## config.mk

```make
export PLATFORM = sky130hd
export DESIGN_NAME = mouse_master_sm
export DESIGN_NICKNAME = d
export VERILOG_FILES = /design/src/rtl/mouse_master_sm.sv
export SDC_FILE = /design/constraint.sdc
export NUM_CORES = 1
export LEC_CHECK = 0
export BUFFER_PORTS_ARGS = -buffer_cell sky130_fd_sc_hd__buf_2
export CAP_MARGIN = 20
export CORE_MARGIN = 2
export CORE_UTILIZATION = 25
export DETAILED_ROUTE_END_ITERATION = 7
export PLACE_DENSITY = 0.5
export REMOVE_ABC_BUFFERS = 1
export SLEW_MARGIN = 5
export SYNTH_ARGS = -nofsm -noshare
export SYNTH_HDL_FRONTEND = slang
export SYNTH_SLANG_ARGS = --single-unit
```

## constraint.sdc

```tcl
create_clock -name CLK -period 6.2 [get_ports CLK]
set_clock_uncertainty 0.1 [all_clocks]
set_input_delay 0 -clock CLK [delete_from_list [all_inputs] [get_ports CLK]]
set_output_delay 0 -clock CLK [all_outputs]
set_load 0.005 [all_outputs]
```

## src/rtl/mouse_master_sm.sv

```systemverilog
// PS/2 mouse master sequencer: runs the reset / enable-streaming handshake with the
// mouse, then assembles 3-byte stream packets and pulses an interrupt per packet.
module mouse_master_sm #(
  parameter int TIMEOUT_CYCLES = 5000000,
  parameter int STARTUP_CYCLES = 500000
) (
  input  logic       CLK,
  input  logic       RESET,
  output logic       SEND_BYTE,
  output logic [7:0] BYTE_TO_SEND,
  input  logic       BYTE_SENT,
  output logic       READ_ENABLE,
  input  logic [7:0] BYTE_READ,
  input  logic [1:0] BYTE_ERROR_CODE,
  input  logic       BYTE_READY,
  output logic [7:0] MOUSE_STATUS,
  output logic [7:0] MOUSE_DX,
  output logic [7:0] MOUSE_DY,
  output logic       SEND_INTERRUPT,
  output logic       INIT_DONE,
  output logic [3:0] STATE_DBG
);

  localparam int TW = $clog2(TIMEOUT_CYCLES + 1);
  localparam int SW = $clog2(STARTUP_CYCLES + 1);
  localparam logic [TW-1:0] TO_LAST = TW'(TIMEOUT_CYCLES - 1);
  localparam logic [SW-1:0] SU_LAST = SW'(STARTUP_CYCLES - 1);

  typedef enum logic [3:0] {
    S_INIT         = 4'd0,
    S_SEND_FF      = 4'd1,
    S_WAIT_SENT_FF = 4'd2,
    S_WAIT_FA1     = 4'd3,
    S_WAIT_AA      = 4'd4,
    S_WAIT_ID      = 4'd5,
    S_SEND_F4      = 4'd6,
    S_WAIT_SENT_F4 = 4'd7,
    S_WAIT_FA2     = 4'd8,
    S_PKT_B1       = 4'd9,
    S_PKT_B2       = 4'd10,
    S_PKT_B3       = 4'd11,
    S_IRQ          = 4'd12
  } state_t;

  state_t        state_q;
  logic [TW-1:0] timeout_q;
  logic [SW-1:0] startup_q;
  logic          send_byte_q;
  logic [7:0]    byte_to_send_q;
  logic          read_enable_q;
  logic [7:0]    status_q, dx_q, dy_q;
  logic [7:0]    sh_status_q, sh_dx_q;
  logic          irq_q;
  logic          init_done_q;

  logic       rx_ok;
  logic       rx_match;
  logic       timeout_hit;
  logic [7:0] exp_byte;

  // Byte each init response state is waiting for.
  always_comb begin
    exp_byte = 8'hFA;
    case (state_q)
      S_WAIT_AA: exp_byte = 8'hAA;
      S_WAIT_ID: exp_byte = 8'h00;
      default:   exp_byte = 8'hFA;
    endcase
  end

  assign rx_ok       = BYTE_READY && (BYTE_ERROR_CODE == 2'd0);
  assign rx_match    = rx_ok && (BYTE_READ == exp_byte);
  assign timeout_hit = (timeout_q == TO_LAST);

  always_ff @(posedge CLK or posedge RESET) begin
    if (RESET) begin
      state_q        <= S_INIT;
      timeout_q      <= '0;
      startup_q      <= '0;
      send_byte_q    <= 1'b0;
      byte_to_send_q <= 8'h00;
      read_enable_q  <= 1'b0;
      status_q       <= 8'h00;
      dx_q           <= 8'h00;
      dy_q           <= 8'h00;
      sh_status_q    <= 8'h00;
      sh_dx_q        <= 8'h00;
      irq_q          <= 1'b0;
      init_done_q    <= 1'b0;
    end else begin
      send_byte_q <= 1'b0;
      irq_q       <= 1'b0;
      startup_q   <= '0;
      // Every transition below overrides this with a clear.
      timeout_q   <= timeout_q + 1'b1;
      case (state_q)
        S_INIT: begin
          timeout_q <= '0;
          if (startup_q == SU_LAST) begin
            state_q        <= S_SEND_FF;
            send_byte_q    <= 1'b1;
            byte_to_send_q <= 8'hFF;
          end else begin
            startup_q <= startup_q + 1'b1;
          end
        end
        S_SEND_FF: begin
          state_q   <= S_WAIT_SENT_FF;
          timeout_q <= '0;
        end
        S_SEND_F4: begin
          state_q   <= S_WAIT_SENT_F4;
          timeout_q <= '0;
        end
        S_WAIT_SENT_FF, S_WAIT_SENT_F4: begin
          if (BYTE_SENT) begin
            state_q       <= (state_q == S_WAIT_SENT_FF) ? S_WAIT_FA1 : S_WAIT_FA2;
            read_enable_q <= 1'b1;
            timeout_q     <= '0;
          end else if (timeout_hit) begin
            state_q       <= S_INIT;
            read_enable_q <= 1'b0;
            init_done_q   <= 1'b0;
            timeout_q     <= '0;
          end
        end
        S_WAIT_FA1, S_WAIT_AA, S_WAIT_ID, S_WAIT_FA2: begin
          if (rx_match) begin
            timeout_q <= '0;
            case (state_q)
              S_WAIT_FA1: state_q <= S_WAIT_AA;
              S_WAIT_AA:  state_q <= S_WAIT_ID;
              S_WAIT_ID: begin
                state_q        <= S_SEND_F4;
                send_byte_q    <= 1'b1;
                byte_to_send_q <= 8'hF4;
                read_enable_q  <= 1'b0;
              end
              default: begin
                state_q     <= S_PKT_B1;
                init_done_q <= 1'b1;
              end
            endcase
          end else if (BYTE_READY || timeout_hit) begin
            state_q       <= S_INIT;
            read_enable_q <= 1'b0;
            init_done_q   <= 1'b0;
            timeout_q     <= '0;
          end
        end
        S_PKT_B1: begin
          // No timeout here; bytes without the always-one bit are dropped to resync.
          timeout_q <= '0;
          if (rx_ok && BYTE_READ[3]) begin
            sh_status_q <= BYTE_READ;
            state_q     <= S_PKT_B2;
          end
        end
        S_PKT_B2: begin
          if (rx_ok) begin
            sh_dx_q   <= BYTE_READ;
            state_q   <= S_PKT_B3;
            timeout_q <= '0;
          end else if (BYTE_READY || timeout_hit) begin
            state_q   <= S_PKT_B1;
            timeout_q <= '0;
          end
        end
        S_PKT_B3: begin
          if (rx_ok) begin
            // Publish the packet on entry to IRQ so data and pulse appear together.
            status_q  <= sh_status_q;
            dx_q      <= sh_dx_q;
            dy_q      <= BYTE_READ;
            irq_q     <= 1'b1;
            state_q   <= S_IRQ;
            timeout_q <= '0;
          end else if (BYTE_READY || timeout_hit) begin
            state_q   <= S_PKT_B1;
            timeout_q <= '0;
          end
        end
        S_IRQ: begin
          state_q   <= S_PKT_B1;
          timeout_q <= '0;
        end
        default: begin
          state_q       <= S_INIT;
          read_enable_q <= 1'b0;
          init_done_q   <= 1'b0;
          timeout_q     <= '0;
        end
      endcase
    end
  end

  assign SEND_BYTE      = send_byte_q;
  assign BYTE_TO_SEND   = byte_to_send_q;
  assign READ_ENABLE    = read_enable_q;
  assign MOUSE_STATUS   = status_q;
  assign MOUSE_DX       = dx_q;
  assign MOUSE_DY       = dy_q;
  assign SEND_INTERRUPT = irq_q;
  assign INIT_DONE      = init_done_q;
  assign STATE_DBG      = state_q;

endmodule

```

-- Word-level counts from Yosys, hierarchy flattened
Index checks and enable logic that the tools add are counted.
- register bits after elaboration: 98
- bits of input ports: 14
- $add $sub $neg: 2
- eq/ne operators: 25
- mux-type cells: 41
- bitwise gates (word level): 1
- reduce and logical (&&, ||, !) cells: 19
- operator list (cell ; count):
    23-bit two-way mux ; 5
    23-bit one-hot mux with 3 select lines ; 1
    4-bit two-way mux ; 10
    19-bit two-way mux ; 2
    4-bit one-hot mux with 9 select lines ; 1
    8-bit one-hot mux with 2 select lines ; 2
    8-bit two-way mux ; 3
    23-bit by 1-bit adder with 23-bit output, second input constant ; 1
    23-bit equality test, second input constant ; 1
    4-bit equality test, second input constant ; 5
    19-bit by 1-bit adder with 19-bit output, second input constant ; 1
    19-bit equality test, second input constant ; 1
    4-bit by 3-bit equality test with 1-bit output, second input constant ; 4
    1-bit two-way mux ; 13
    2-bit inequality test, second input constant ; 6
    3-bit inequality test, second input constant ; 4
    4-bit one-hot mux with 3 select lines ; 1
    4-bit AND reduction ; 3
    4-bit by 2-bit equality test with 1-bit output, second input constant ; 2
    8-bit equality test ; 1
    7-bit OR reduction ; 1
    1-bit one-hot mux with 3 select lines ; 2
    2-bit AND reduction ; 3
    5-bit AND reduction ; 1
    11 further kinds ; 14

-- Longest topological paths before layout
Gate-level depths: netlist (run 1).
- depth after elaboration: 6
- depth in mapped cells: 8
- mapped depth without buffers: 7

-- Worst setup path before layout (run 1)
OpenSTA, ideal clock, no wires.
- path kind: flip-flop to flip-flop
- from: register startup_q[0]
- to: register state_q[0], in the netlist STATE_DBG[0]
- library setup time: 0.125 ns
- arrival: 1.948 ns
- data required time: 5.975 ns
- slack: 4.027 ns
- stages on the path, launching flop included: 8
- clock period less this slack: 2.173 ns
- path through: dfrtp_1 > ha_1 > and4_1 > nand4_1 > o21bai_1 > nand2_1 > nor2_1 > mux2_2
- cells in the longest elaborated chain, start to end: 3
- RTL lines (what ; line ; text):
    from (decl) ; 47 ; logic [SW-1:0] startup_q;
    from (signal assigned) ; 104 ; startup_q <= startup_q + 1'b1;
    19-bit equality test ; 99 ; if (startup_q == SU_LAST) begin
    2-bit inequality test (no line) ; - ;
    4-bit AND reduction (no line) ; - ;
    to (signal assigned) ; 117 ; state_q <= (state_q == S_WAIT_SENT_FF) ? S_WAIT_FA1 : S_WAIT_FA2;
    to (decl) ; 45 ; state_t state_q;
No other way between the ends.
A chain may end at the register's enable or synchronous reset.

-- Worst setup path after layout (run 1)
- from: register state_q[2], in the netlist STATE_DBG[2]
- to: register timeout_q[10]
- cells in the longest elaborated chain, start to end: 6
- RTL lines (what ; line ; text):
    4-bit by 3-bit equality test with 1-bit output ; 64, 96 ;
    8-bit one-hot mux with 2 select lines ; 64 ; case (state_q)
    8-bit equality test ; 72 ; assign rx_match = rx_ok && (BYTE_READ == exp_byte);
    1-bit logical AND ; 72 ;
    23-bit two-way mux ; 128 ; if (rx_match) begin
    23-bit one-hot mux with 3 select lines (*) ; 96 ; case (state_q)
    to (signal assigned) ; 95 ; timeout_q <= timeout_q + 1'b1;
    to (decl) ; 46 ; logic [TW-1:0] timeout_q;
Every way passes the cells marked *; elsewhere a longest branch is shown, timed or not.

==> Implementation_results.wiki, run 1 <==
{| class="wikitable"
! Metric !! Value
|-
| Per-cell routed wire length || 13.7 um
|-
| Number of antenna violations at the first check in global routing || 0
|-
| Number of distinct standard cells referenced by the synthesized netlist || 55
|-
| Combined area of the multi-input logic cells || 2010 sq um
|-
| CP Capture Type || flop
|-
| Relative slew slack || 49.8%
|-
| Power per Cell Area || 280 nW/um^2
|-
| Net count reported at finish || 482
|-
| Final period utilization || 49.1%
|-
| Skew-Pair Late Insertion Delay || 340 ps
|-
| Final-layout setup total negative slack || 0 ps
|-
| Number of design rule violations left after detail routing || 0
|-
| Time the worst path needs with I/O delays and setup || 3050 ps
|-
| Count of final hold-check violations || 0
|-
| Switching portion of total power || between 20% and 30%
|-
| Initial standard-cell utilization of the core || 25.7%
|-
| GRT Util Overall || 10.6%
|-
| Worst Setup Path Type || flop to flop
|-
| Internal cell power || 1050 uW
|-
| Clock-pin transition on the worst setup and hold timing paths || 70 ps
|-
| Sum of internal, switching and leakage power || 1500 uW
|-
| Cells after DPL || 668
|-
| Largest buffer count on any clock path || 2
|-
| Largest fanout of any net on the critical path || 24
|-
| Data arrival, critical path || approximately 3100 ps
|-
| Area used by sequential logic in the layout || 2300 sq um
|-
| Root Driver || clkbuf_16
|-
| Sequential power share || 44.9%
|-
| Input/output buffers || 53
|-
| Type of the most critical hold path || input pin to flop
|-
| Seq cells post-synth || 92
|-
| Average cell area after synthesis || 11.0 sq um
|-
| Number of levels in the clock H-tree || 3
|-
| Number of cells in the finished layout apart from fillers || around 700
|-
| Horizontal extent of the die || 138 um
|-
| Vias in the first global route || 3018
|-
| Die outline area || 19000 sq um
|-
| Net Sw Power || 443 uW
|-
| Peak ir drop on the vdd network || roughly 0.15 mV
|-
| Wire length of the first global-routing pass || 15500 um
|-
| Library cell with the largest summed area after synthesis || dfrtp_1
|-
| Worst reg2reg setup slack || 3150 ps
|-
| Diode insertion count for antenna repair || 0
|-
| Post-detailed-route via-to-cell ratio || 4.52
|-
| Critical Path Source Type || flop
|-
| Cell types occupying the most area after synthesis || dfrtp_1 (51%), mux2_2 (10%), nor2_1 (4.1%)
|-
| Clk pwr share || 37.2%
|-
| Setup violators final || 0
|-
| Yosys Warn Count || 0
|-
| Unrepaired setup endpoints after global routing || false
|-
| Fill count || 1791
|-
| Total CTS buffers || 9
|-
| IO Count || 54
|-
| Total detailed-routing wirelength || roughly 9600 um
|-
| TritonCTS clock tree || done
|-
| Clk sinks || between 90 and 100
|-
| Worst path required time || 6290 ps
|-
| Grt total ovfl || 0
|-
| Core Rows || between 40 and 50
|-
| Fraction of registers with async set/reset || 100%
|-
| Overall die height || 138 um
|-
| Outcome || completed
|-
| Part of the Yosys area used for sequential elements || 51.5%
|-
| Number of enable-type register cells in the synthesized netlist || 0
|-
| Leak pwr || 0.00251 uW
|-
| Drt pass-1 iters || 4
|-
| CORE AREA || 17400 sq um
|-
| Share of post-route cells with drive strength above 1 || around 28%
|-
| Commonest non-fill, non-tap cell in the layout || dfrtp_1
|-
| Top-area cell type share of the netlist area || between 50% and 60%
|-
| Final weighted congestion in routability-driven placement || 0.799
|-
| Synth Cell Area || 4470 sq um
|-
| Buffers inserted during post-CTS setup optimization || 0
|-
| Post-Synthesis Cells || 408
|-
| Share of power burned in combinational logic || 18.0%
|-
| # Max-Cap Violations || 0
|-
| Hold_buf cts || 12
|-
| Post-route cell area || 5340 sq um
|-
| Final Slew Violations || 0
|-
| DRT iter0 DRCs || 181
|-
| Final core utilization || 30.6%
|-
| Maximum number of pins on one net before global-route repair || 52
|-
| P&R area growth vs syn || 19.3%
|-
| Cts repair resizes || 0
|-
| Primary FF master, synth || dfrtp_1
|-
| Upper clock frequency limit || 328 MHz
|-
| Antenna-violating nets left || 0
|-
| Post-DP HPWL || 6600 um
|-
| Vias || 3143
|-
| Area after DPL || 4910 sq um
|-
| Commonest cells after routing, fill and taps aside || dfrtp_1 (92), buf_2 (53), nor2_1 (49)
|-
| Least-Margin Pin Slew || about 750 ps
|}
[metal layers]
metal	part of all wire, %	up-vias	global-route usage (%)	routed length, um
li1	-	1527	-	-
met1	48	1557	14.1	4590
met2	47	49	16.4	4540
met3	3.2	10	3.02	309
met4	1.4	0	3.57	132
met5	0	-	0	0
[layout make-up]
cell class | count | area share [%]
Multi-Input combinational cell | 286 | 37.6
Clock inverter | 5 | 1.13
Inverter | 9 | 0.656
Timing Repair Buffer | 68 | 7.64
Tap cell | 225 | 5.27
Clock buffer | 11 | 4.55
Sequential cell | 92 | 43.1
[metrics by stage]
stage,worst slack [ps],hold WS (ps)
2_1_floorplan,3660,46.5
3_3_place_gp,3330,25.8
3_5_place_dp,3180,36.7
4_1_cts,3150,109
5_1_grt,2910,138
6_report,3150,132
[sequential cells by signal, summed over array words and instances, names as in the netlist]
register and count:
SEND_BYTE 1, MOUSE_DY 8, MOUSE_STATUS 8, INIT_DONE 1, timeout_q 23, STATE_DBG 4, READ_ENABLE 1, sh_status_q 8
startup_q 19, BYTE_TO_SEND 2, sh_dx_q 8, SEND_INTERRUPT 1, MOUSE_DX 8
[cells by family (layout without fill, tap and decap cells)]
kind of cell | Yosys count | count (layout) | share of synthesized area (%)
AND/OR/NAND/NOR | 165 | 165 | 19.8
flip-flops | 92 | 92 | 51.5
multiplexers | 43 | 43 | 10.7
AO/OA/AOI/OAI | 38 | 38 | 6.24
XOR/XNOR | 38 | 38 | 7.44
buffers and inverters | 30 | 93 | 3.80
adder cells (fa/ha/maj) | 2 | 2 | 0.559
[final timing paths]
check / from / cells after the start / end
max in group asynchronous: RESET / 4 / timeout_q[20]$_DFF_PP0_
hold reg to reg: sh_status_q[3]$_DFFE_PP0P_ / 1 / sh_status_q[3]$_DFFE_PP0P_
hold / removal: BYTE_READY / 4 / STATE_DBG[2]$_DFFE_PP0P_
setup / recovery: STATE_DBG[2]$_DFFE_PP0P_ / 6 / timeout_q[10]$_DFF_PP0_
setup reg to reg: STATE_DBG[2]$_DFFE_PP0P_ / 6 / timeout_q[10]$_DFF_PP0_
min in group asynchronous: RESET / 3 / MOUSE_DX[3]$_DFFE_PP0P_
[critical path: stages (launching register included)]
cell and delay (ps):
dfrtp_1 770, nor4bb_1 430, mux2i_1 220, nor3_4 430, o22ai_2 180, a22oi_4 630
nor2_1 120
[cells in the mapped netlist (all sizes together) (2+ instances only)]
| cell | number |
|---|---|
| o21bai | 2 |
| nor4b | 3 |
| nor3 | 5 |
| nand3 | 19 |
| xor2 | 21 |
| and4 | 5 |
| or2 | 3 |
| a31oi | 2 |
| nor3b | 4 |
| a22oi | 2 |
| o31ai | 6 |
| clkbuf | 6 |
| buf | 15 |
| nand4 | 4 |
| inv | 9 |
| mux2 | 40 |
| dfrtp | 92 |
| nor2b | 7 |
| and2 | 4 |
| nor4bb | 2 |
| nand2 | 24 |
| nor2 | 59 |
| a21oi | 7 |
| o21ai | 8 |
| and3 | 16 |
| xnor2 | 17 |
| mux2i | 3 |
| or3 | 3 |
| nand2b | 3 |
| ha | 2 |
[power groups by stage]
stage / logic (uW) / registers [uW] / clock network, uW
after floorplan: 168 / 675 / 0
after global placement: 265 / 680 / 0
after detailed placement: 268 / 684 / 0
after CTS: 274 / 672 / 579
after global routing: 303 / 679 / 603
final: 269 / 672 / 556
Note: power is estimated with default switching activity, not from simulation.
==> run 2: changes to the inputs <==
--- a/config.mk
+++ b/config.mk
@@ -10,7 +10,7 @@
 export CORE_MARGIN = 2
 export CORE_UTILIZATION = 25
 export DETAILED_ROUTE_END_ITERATION = 7
-export PLACE_DENSITY = 0.5
+export PLACE_DENSITY = 0.51
 export REMOVE_ABC_BUFFERS = 1
 export SLEW_MARGIN = 5
 export SYNTH_ARGS = -nofsm -noshare
==> constraint.sdc (replaced) <==
create_clock -name CLK -period 2.6 [get_ports CLK]
set_clock_uncertainty 0.1 [all_clocks]
set_input_delay 0 -clock CLK [delete_from_list [all_inputs] [get_ports CLK]]
set_output_delay 0 -clock CLK [all_outputs]
set_load 0.005 [all_outputs]
==> Implementation_results.wiki, run 2 (synthesis gave the netlist of run 1 again) <==
{| class="wikitable"
! Metric !! Value
|-
| Final weighted congestion in routability-driven placement || 0.818
|-
| Upper clock frequency limit || 406 MHz
|-
| Net Sw Power || approximately 1100 uW
|-
| Outcome || completed
|-
| IO Count || 54
|-
| Horizontal extent of the die || 138 um
|-
| TritonCTS clock tree || done
|-
| Final period utilization || about 95%
|-
| Initial standard-cell utilization of the core || around a quarter
|-
| Data arrival, critical path || between 2000 and 3000 ps
|-
| DRT iter0 DRCs || 210
|-
| Type of the most critical hold path || input pin to flop
|-
| Worst path required time || 2730 ps
|-
| CORE AREA || 17400 sq um
|-
| Top reg by flops || timeout_q
|-
| Least-Margin Pin Slew || 800 ps
|-
| Maximum number of pins on one net before global-route repair || 49
|-
| Min-Delay Path Depth || 4
|-
| # Max-Cap Violations || 0
|-
| Commonest non-fill, non-tap cell in the layout || dfrtp_1
|-
| Largest registers ranked by flip-flop count || timeout_q: 23 flops, startup_q: 19 flops
|-
| Internal cell power || 2760 uW
|-
| Power per Cell Area || 699 nW/um^2
|-
| Grt total ovfl || 0
|-
| Diode insertion count for antenna repair || 0
|-
| Cts repair resizes || 0
|-
| Count of final hold-check violations || 0
|-
| P&R area growth vs syn || 21.9%
|-
| Leak pwr || 0.00258 uW
|-
| Largest buffer count on any clock path || 2
|-
| Hold slack final || 30.0 ps
|-
| Crit-path cells || nor4bb_1 -> mux2i_1 -> nor3_4 -> o22ai_2 -> a22oi_4 -> buf_12 -> nor2_1
|-
| Total CTS buffers || 9
|-
| Per-cell routed wire length || 14.1 um
|-
| Wire length of the first global-routing pass || 16300 um
|-
| Die outline area || 19000 sq um
|-
| Number of levels in the clock H-tree || 3
|-
| Switching portion of total power || 27.7%
|-
| Clock-pin transition on the worst setup and hold timing paths || 60 ps
|-
| Crit-path slowest cell || nor4bb_1
|-
| Maximum cell stage delay along the critical path || 480 ps
|-
| Final core utilization || between 30% and 40%
|-
| Number of cells in the finished layout apart from fillers || 703
|-
| Unrepaired setup endpoints after global routing || false
|-
| Vias in the first global route || 3255
|-
| Number of design rule violations left after detail routing || 0
|-
| Setup violators final || 0
|-
| Post-DP HPWL || 7060 um
|-
| Overall die height || 138 um
|-
| Clk pwr share || 39.1%
|-
| Final-layout setup total negative slack || 0 ps
|-
| Critical Path Source Type || flop
|-
| Post-detailed-route via-to-cell ratio || 4.53
|-
| Core Rows || 48
|-
| Total detailed-routing wirelength || 9930 um
|-
| Worst reg2reg setup slack || 130 ps
|-
| Largest fanout of any net on the critical path || 23
|-
| Number of antenna violations at the first check in global routing || 0
|-
| Cell count of the worst reg-to-reg path || 7
|-
| Flip-flop count of the largest register after layout || 23
|-
| Cells after DPL || 677
|-
| Antenna-violating nets left || 0
|-
| Clk sinks || 92
|-
| Worst Setup Path Type || flop to flop
|-
| Final Slew Violations || 0
|-
| Vias || between 3000 and 4000
|-
| Root Driver || clkbuf_16
|-
| Relative slew slack || 46.6%
|-
| Sequential power share || 41.1%
|-
| Skew-Pair Late Insertion Delay || 340 ps
|-
| Share of post-route cells with drive strength above 1 || between 20% and 30%
|-
| Sum of internal, switching and leakage power || 3810 uW
|-
| Drt pass-1 iters || 4
|-
| Net count reported at finish || 490
|-
| Peak ir drop on the vdd network || 0.350 mV
|-
| Time the worst path needs with I/O delays and setup || 2470 ps
|-
| GRT Util Overall || approximately 11%
|-
| CP Capture Type || flop
|-
| Input/output buffers || 53
|-
| Commonest cells after routing, fill and taps aside || dfrtp_1 (92), buf_2 (53), nor2_1 (49)
|-
| Share of power burned in combinational logic || 19.8%
|}
[run 2: cell type report]
class                           instances  area (sq um)
Tap cell                              225           282
Fill cell                            1815         12000
Timing Repair Buffer                   76           488
Clock buffer                           11           243
Clock inverter                          4          97.6
Inverter                                9          35.0
Sequential cell                        92          2300
Multi-Input combinational cell        286          2010
[run 2: per-stage QoR]
| stage | instance area (sq um) | setup WS, ps |
|---|---|---|
| 6_report | 5460 | 135 |
| 5_1_grt | 5460 | 14.0 |
| 4_1_cts | 5450 | 126 |
| 3_5_place_dp | 5010 | 131 |
| 3_3_place_gp | 5010 | 192 |
| 2_1_floorplan | 4340 | 63.8 |
[run 2: worst paths after layout]
path | startpoint | endpoint
setup reg to reg | STATE_DBG[0]$_DFFE_PP0P_ | timeout_q[3]$_DFF_PP0_
hold reg to reg | sh_status_q[3]$_DFFE_PP0P_ | sh_status_q[3]$_DFFE_PP0P_
max in group asynchronous | RESET | SEND_INTERRUPT$_DFF_PP0_
min in group asynchronous | RESET | MOUSE_DX[5]$_DFFE_PP0P_
hold / removal | BYTE_ERROR_CODE[1] | STATE_DBG[2]$_DFFE_PP0P_
setup / recovery | STATE_DBG[0]$_DFFE_PP0P_ | timeout_q[3]$_DFF_PP0_
[run 2: per-layer routing]
layer,part of all wire (%),wire (um),vias to the layer above,GRT usage (%)
li1,-,-,1543,-
met1,46,4550,1582,13.9
met2,50,4920,51,18.2
met3,3.6,357,9,3.31
met4,1.1,106,0,3.57
met5,0,0,-,0
[run 2: critical path: cells and delay by family (launching register included)]
family	cells	cell delay [ps]
flip-flops	1	460
multiplexers	1	260
buffers and inverters	1	200
AND/OR/NAND/NOR	3	970
AO/OA/AOI/OAI	2	360
[run 2: repair_timing]
action | CTS | global route
buffers inserted | 0 | 1
setup endpoints to repair | 0 | 15
hold buffers | 10 | 0
hold endpoints to repair | 69 | 0
[run 2: power groups by stage]
stage	logic [uW]	registers (uW)	clock network, uW
after CTS	768	1570	1540
after global routing	849	1580	1600
after detailed placement	755	1600	0
after global placement	741	1590	0
final	755	1570	1490
after floorplan	400	1610	0
